**src/rtl/fetcher_if.sv**
```systemverilog
// Fetch-stage bundle: control from execute/decode, instruction-memory port and decoder-facing output.
// master = the fetcher itself, slave = everything around it.
interface fetcher_if #(
   parameter int IMEM_ADDR_W = 10
);
   logic                   FETCH_ENABLED;
   logic                   STALL;
   logic                   REDIRECT_VALID;
   logic [31:0]            REDIRECT_PC;
   logic                   IMEM_REQ;
   logic [IMEM_ADDR_W-1:0] IMEM_ADDR;
   logic [31:0]            IMEM_RDATA;
   logic                   INSTR_VALID;
   logic [31:0]            INSTR_OUT;
   logic [31:0]            PC_OUT;

   modport master (
      input  FETCH_ENABLED, STALL, REDIRECT_VALID, REDIRECT_PC, IMEM_RDATA,
      output IMEM_REQ, IMEM_ADDR, INSTR_VALID, INSTR_OUT, PC_OUT
   );

   modport slave (
      output FETCH_ENABLED, STALL, REDIRECT_VALID, REDIRECT_PC, IMEM_RDATA,
      input  IMEM_REQ, IMEM_ADDR, INSTR_VALID, INSTR_OUT, PC_OUT
   );
endinterface

```
**src/rtl/fetcher.sv**
```systemverilog
// Instruction fetch: word PC, one outstanding 1-cycle imem read, 2-entry {instr, pc} queue
// with valid/stall towards decode and a flushing redirect.
module fetcher #(
   parameter logic [31:0] RESET_PC    = 32'h0,
   parameter int          IMEM_ADDR_W = 10
) (
   input  logic      CLK,
   input  logic      RSTN,
   fetcher_if.master bus
);

   logic [31:0] pc_q;
   logic        inflight_q;
   logic [31:0] inflight_pc_q;
   logic [1:0]  count_q;
   logic [31:0] slot_instr_q [2];
   logic [31:0] slot_pc_q    [2];

   logic       head_valid;
   logic       instr_valid;
   logic       pop;
   logic       push;
   logic       issue;
   logic       wr_slot1;
   logic [2:0] occupancy;

   always_comb begin
      head_valid  = (count_q != 2'd0);
      instr_valid = head_valid && !bus.REDIRECT_VALID;
      pop         = instr_valid && !bus.STALL;
      push        = inflight_q && !bus.REDIRECT_VALID;
      // Room check counts the word already in flight and credits a same-cycle pop.
      occupancy   = {1'b0, count_q} + {2'b00, inflight_q} - {2'b00, pop};
      // Gated by RSTN so no request escapes while reset is held.
      issue       = RSTN && bus.FETCH_ENABLED && !bus.REDIRECT_VALID && (occupancy < 3'd2);
      // A full queue never coexists with an in-flight word, so a push lands in slot 0 or 1.
      wr_slot1    = (count_q == 2'd1) && !pop;
   end

   assign bus.IMEM_REQ    = issue;
   assign bus.IMEM_ADDR   = pc_q[IMEM_ADDR_W-1:0];
   assign bus.INSTR_VALID = instr_valid;
   assign bus.INSTR_OUT   = head_valid ? slot_instr_q[0] : 32'h0;
   assign bus.PC_OUT      = head_valid ? slot_pc_q[0]    : 32'h0;

   always_ff @(posedge CLK or negedge RSTN) begin
      if (!RSTN) begin
         pc_q          <= RESET_PC;
         inflight_q    <= 1'b0;
         inflight_pc_q <= 32'h0;
         count_q       <= 2'd0;
      end else if (bus.REDIRECT_VALID) begin
         pc_q       <= bus.REDIRECT_PC;
         inflight_q <= 1'b0;
         count_q    <= 2'd0;
      end else begin
         if (issue) begin
            pc_q          <= pc_q + 32'd1;
            inflight_pc_q <= pc_q;
         end
         inflight_q <= issue;
         count_q    <= count_q + {1'b0, push} - {1'b0, pop};
      end
   end

   // Slot 0 is the head; a pop shifts slot 1 down unless the incoming word takes slot 0.
   generate
      for (genvar gi = 0; gi < 2; gi++) begin : g_slot
         always_ff @(posedge CLK or negedge RSTN) begin
            if (!RSTN) begin
               slot_instr_q[gi] <= 32'h0;
               slot_pc_q[gi]    <= 32'h0;
            end else if (push && (wr_slot1 == 1'(gi))) begin
               slot_instr_q[gi] <= bus.IMEM_RDATA;
               slot_pc_q[gi]    <= inflight_pc_q;
            end else if (pop && gi == 0) begin
               slot_instr_q[gi] <= slot_instr_q[1];
               slot_pc_q[gi]    <= slot_pc_q[1];
            end
         end
      end
   endgenerate

endmodule

```
**src/flat_wrapper.sv**
```systemverilog
// flat-port wrapper written by rule: the top's interface ports become plain ports
module fetcher_flat 
#(
   parameter logic [31:0] RESET_PC    = 32'h0,
   parameter int          IMEM_ADDR_W = 10
)
  (CLK, RSTN, bus_FETCH_ENABLED, bus_STALL, bus_REDIRECT_VALID, bus_REDIRECT_PC, bus_IMEM_RDATA, bus_IMEM_REQ, bus_IMEM_ADDR, bus_INSTR_VALID, bus_INSTR_OUT, bus_PC_OUT);
  fetcher_if #(.IMEM_ADDR_W(IMEM_ADDR_W)) bus_i ();
  input  logic CLK;
  input  logic RSTN;
  input wire logic [$bits(bus_i.FETCH_ENABLED)-1:0] bus_FETCH_ENABLED;
  input wire logic [$bits(bus_i.STALL)-1:0] bus_STALL;
  input wire logic [$bits(bus_i.REDIRECT_VALID)-1:0] bus_REDIRECT_VALID;
  input wire logic [$bits(bus_i.REDIRECT_PC)-1:0] bus_REDIRECT_PC;
  input wire logic [$bits(bus_i.IMEM_RDATA)-1:0] bus_IMEM_RDATA;
  output wire logic [$bits(bus_i.IMEM_REQ)-1:0] bus_IMEM_REQ;
  output wire logic [$bits(bus_i.IMEM_ADDR)-1:0] bus_IMEM_ADDR;
  output wire logic [$bits(bus_i.INSTR_VALID)-1:0] bus_INSTR_VALID;
  output wire logic [$bits(bus_i.INSTR_OUT)-1:0] bus_INSTR_OUT;
  output wire logic [$bits(bus_i.PC_OUT)-1:0] bus_PC_OUT;
  assign bus_i.FETCH_ENABLED = bus_FETCH_ENABLED;
  assign bus_i.STALL = bus_STALL;
  assign bus_i.REDIRECT_VALID = bus_REDIRECT_VALID;
  assign bus_i.REDIRECT_PC = bus_REDIRECT_PC;
  assign bus_i.IMEM_RDATA = bus_IMEM_RDATA;
  assign bus_IMEM_REQ = bus_i.IMEM_REQ;
  assign bus_IMEM_ADDR = bus_i.IMEM_ADDR;
  assign bus_INSTR_VALID = bus_i.INSTR_VALID;
  assign bus_INSTR_OUT = bus_i.INSTR_OUT;
  assign bus_PC_OUT = bus_i.PC_OUT;
  fetcher #(.RESET_PC(RESET_PC), .IMEM_ADDR_W(IMEM_ADDR_W)) u_core (.CLK(CLK), .RSTN(RSTN), .bus(bus_i));
endmodule
```
**config.mk**
```make
export PLATFORM = sky130hd
export DESIGN_NAME = fetcher_flat
export DESIGN_NICKNAME = d
export VERILOG_FILES = /design/src/rtl/fetcher_if.sv /design/src/rtl/fetcher.sv /design/src/flat_wrapper.sv
export SDC_FILE = /design/constraint.sdc
export NUM_CORES = 1
export LEC_CHECK = 0
export BUFFER_PORTS_ARGS = -buffer_cell sky130_fd_sc_hd__buf_2
export CAP_MARGIN = 20
export CORE_UTILIZATION = 51
export DETAILED_ROUTE_END_ITERATION = 10
export PLACE_DENSITY_LB_ADDON = 0.25
export SLEW_MARGIN = 20
export SYNTH_ARGS = -nofsm -noshare
export SYNTH_HDL_FRONTEND = slang
export SYNTH_SLANG_ARGS = --single-unit
```
**constraint.sdc**
```tcl
create_clock -name CLK -period 2.9 [get_ports CLK]
set_clock_uncertainty 0.2 [all_clocks]
set_input_delay 0.145 -clock CLK [delete_from_list [all_inputs] [get_ports CLK]]
set_output_delay 0.145 -clock CLK [all_outputs]
set_load 0.01 [all_outputs]
```
==> results.py <==
metrics = {
    "clocking": {
        "numCtsBuffers": 17,
        "cts_buffer_depth": 2,
        "cts.sinks": 195,
        "cts_root_buf": "clkbuf_16",
        "path_clk_slew_ns": 0.07,
        "h-tree-depth": 4,
        "clk_latency_ns": 0.43,
        "tritoncts": "built",
    },
    "sta": {
        "worst_slew_margin_rel_pct": 43.22,
        "tightest_slew_ns": 0.8517,
        "clock.fmax_mhz": 354.2,
        "tns_ns": 0,
        "hold_viol": 0,
        "finalSetupViolCount": 0,
        "rsz0062_at_grt": "yes",
        "min_period_ns": 2.823,
        "drv_slew": 0,
        "post-route-period-util_pct": 97.34,
    },
    "critical_path": {
        "path_buf_inv": 3,
        "crit_chain": "nor2_4, nor4_4, o21ai_2, fa_1, nand4b_4, or2_4, clkinv_8, buf_12, buf_6",
        "slowest_delay_ns": 0.53,
        "critPathTopFamily": "simple AND/OR/NAND/NOR gates",
        "cp.required_ns": 2.56,
        "cp-end-kind": "output port",
        "critical_path_class": "reg -> out",
        "cpMaxStageDelayCell": "fa_1",
        "start_kind": "flip-flop",
        "path_max_fanout": 6,
        "cp.arrival_ns": 2.48,
    },
    "synth": {
        "synth_seq_cells": 195,
        "synth_edf_count": 0,
        "synth_area_leader_cell": "dfrtp_1",
        "synth_cell_types": 50,
        "async_flop_share_pct": 100.0,
        "syn_inst": 877,
        "yosysTopAreaCellShare_pct": 52.98,
        "synthesis.area_mm2": 0.009210,
        "avgSynthCellArea_um2": 10.50,
        "synthFlopType": "dfrtp_1",
        "synth_nets": 949,
        "yosysWarnings": 0,
        "synth.area.top_cells": "dfrtp_1 53%, mux2_2 7.8%, mux2i_1 7.4%",
        "ys_seq_area_share_pct": 52.98,
    },
    "final_layout": {
        "antennaDiodeCount": 0,
        "drive_above_1_share_pct": 27.24,
        "final_common_cell": "dfrtp_1",
        "final_nets": 1153,
        "layout_common_cells": "195 x dfrtp_1, 142 x buf_2, 129 x nand2_1",
        "syn_to_final_growth_pct": 26.27,
        "final_area_mm2": 0.01163,
    },
    "die": {
        "die-area_mm2": 0.01860,
        "coreArea_mm2": 0.01748,
        "row_count": 48,
        "start_util_pct": 52.70,
        "ios": 145,
        "die_x_um": 136.4,
        "die-height_um": 136.4,
    },
    "drt": {
        "wl_per_cell_um": 16.22,
        "num_vias": 7061,
        "drt_iter0_drc": 295,
        "route.detailed.drc": 0,
        "firstDrtPassIters": 5,
        "ant_nets": 0,
        "viasPerCell": 5.353,
        "routed_wl_um": 21390,
    },
    "grt": {
        "grt_pass1_wl_um": 34600,
        "overflow": 0,
        "antenna_found_initial": 0,
        "first_global_vias": 6889,
        "grt_max_degree": 129,
        "track_usage_pct": 24.03,
    },
    "pwr": {
        "p_per_area_mw_per_mm2": 606.8,
        "clockPowerShare_pct": 34.7,
        "p_sw_share_pct": 26.15,
        "internal_power_w": 0.005212,
        "power.leakage_nw": 5.528,
        "netSwitchingPower_w": 0.001846,
        "pwr-share-comb_pct": 15.5,
        "seqPwrFrac_pct": 49.9,
        "vdd_ir_drop_max_uv": 422.1,
    },
    "placement": {
        "hpwl_um": 13250,
        "place.gp.congestion": 0.8519,
        "dpl_cell_area_mm2": 0.01025,
        "io_buffers": 144,
    },
    "status": {
        "outcome": "complete, no violations",
    },
    "worst_hold_path": {
        "hp-class": "in -> reg",
    },
    "flow_run": {
        "drv_cap": 0,
    },
}
==> through the flow <==
stage | cells | hold slack [ns] | total power, W | setup WS, ns | utilization, %
4_1_cts | 1314 | 0.04900 | 0.007107 | 0.0007210 | 66.20
5_1_grt | 1319 | 0.08127 | 0.007411 | -0.009762 | 66.55
3_5_place_dp | 1214 | 0.1553 | 0.004575 | -0.03553 | 58.68
6_report | 1319 | 0.06598 | 0.007057 | 0.07706 | 66.55
2_1_floorplan | 877 | -0.3506 | 0.004191 | -0.004129 | -
3_3_place_gp | 1214 | 0.1539 | 0.004528 | 0.07219 | 58.68
==> state kept, by name, indices dropped and copies added, names as in the netlist <==
register	count
u_core.slot_pc_q	64
u_core.slot_instr_q	64
u_core.pc_q	32
u_core.inflight_q	1
u_core.count_q	2
u_core.inflight_pc_q	32
==> worst min-delay path: stages <==
cell    delay [ns]
buf_2         0.16
buf_4         0.22
nor2_1        0.12
==> cells by family after synthesis <==
family                   synth area share [%]
flip-flops                              52.98
adder cells (fa/ha/maj)                0.4890
XOR/XNOR                               0.6657
multiplexers                            15.22
AO/OA/AOI/OAI                           7.961
buffers and inverters                   4.089
AND/OR/NAND/NOR                         18.60
==> cell usage after synthesis, types with 2 or more instances <==
| master | n |
|---|---|
| or3_1 | 3 |
| mux2_2 | 64 |
| nor2b_1 | 70 |
| nand2b_1 | 2 |
| dfrtp_1 | 195 |
| mux2i_1 | 68 |
| clkbuf_1 | 27 |
| buf_4 | 17 |
| o21ai_0 | 16 |
| buf_2 | 18 |
| nand4_2 | 2 |
| inv_1 | 3 |
| nand3_1 | 13 |
| nor4_1 | 2 |
| o211ai_1 | 8 |
| a21oi_1 | 66 |
| a32oi_1 | 4 |
| and2_1 | 3 |
| a22oi_1 | 6 |
| a21o_1 | 2 |
| o21ai_1 | 5 |
| nor2_1 | 82 |
| nand2_1 | 130 |
| a221o_1 | 6 |
| a31oi_1 | 2 |
| xor2_1 | 6 |
| nor3_1 | 7 |
| buf_6 | 3 |
| nand4_1 | 14 |
| and3_1 | 2 |
| nand3b_1 | 6 |
| ha_1 | 2 |
| nor3b_1 | 2 |
| o311ai_1 | 5 |
==> power groups by stage <==
stage                     Sequential, W  Clock, W  Combinational [W]
final                           0.00352   0.00245            0.00109
after global routing            0.00359   0.00260            0.00123
after CTS                       0.00351   0.00250            0.00109
after detailed placement        0.00356         0            0.00101
after global placement          0.00354         0           0.000985
after floorplan                 0.00344         0           0.000748
==> layer usage <==
layer / vias to the layer above / track usage [%] / part of all wire (%)
met3: 29 / 3.617 / 5.0
met4: 0 / 7.037 / 1.6
met1: 3416 / 33.29 / 46
met5: - / 0 / 0
li1: 3407 / - / -
met2: 209 / 39.03 / 47
==> worst paths after layout <==
check | slack, ns | end | depth (start not counted) | startpoint
max | 0.08 | bus_IMEM_REQ | 9 | u_core.count_q[0]
min | 0.07 | u_core.count_q[1] | 3 | bus_REDIRECT_VALID
max reg2reg | 0.09 | u_core.pc_q[30] | 11 | u_core.count_q[0]
min reg2reg | 0.30 | u_core.inflight_pc_q[31] | 2 | u_core.pc_q[31]
max in group asynchronous | 1.57 | u_core.slot_instr_q[17] | 3 | RSTN
min in group asynchronous | 0.27 | u_core.pc_q[10] | 3 | RSTN
==> what timing repair did <==
item	4_1_cts	5_1_grt
endpoints found under the setup margin	5	22
hold buffers	65	0
pin swaps	5	4
hold endpoints to repair	291	0
buffers inserted	4	5
resized for setup	5	8
gates cloned	0	0
==> cell type report <==
type | instances | area [µm²]
flip-flops and latches | 195 | 4880
multi-input cells | 612 | 4008
clock inverters | 10 | 147.6
inverters | 4 | 27.53
repair buffers | 251 | 1812
fillers | 1340 | 5847
well taps | 225 | 281.5
clock buffers | 22 | 474.2
(Power assumes the default switching activity.)
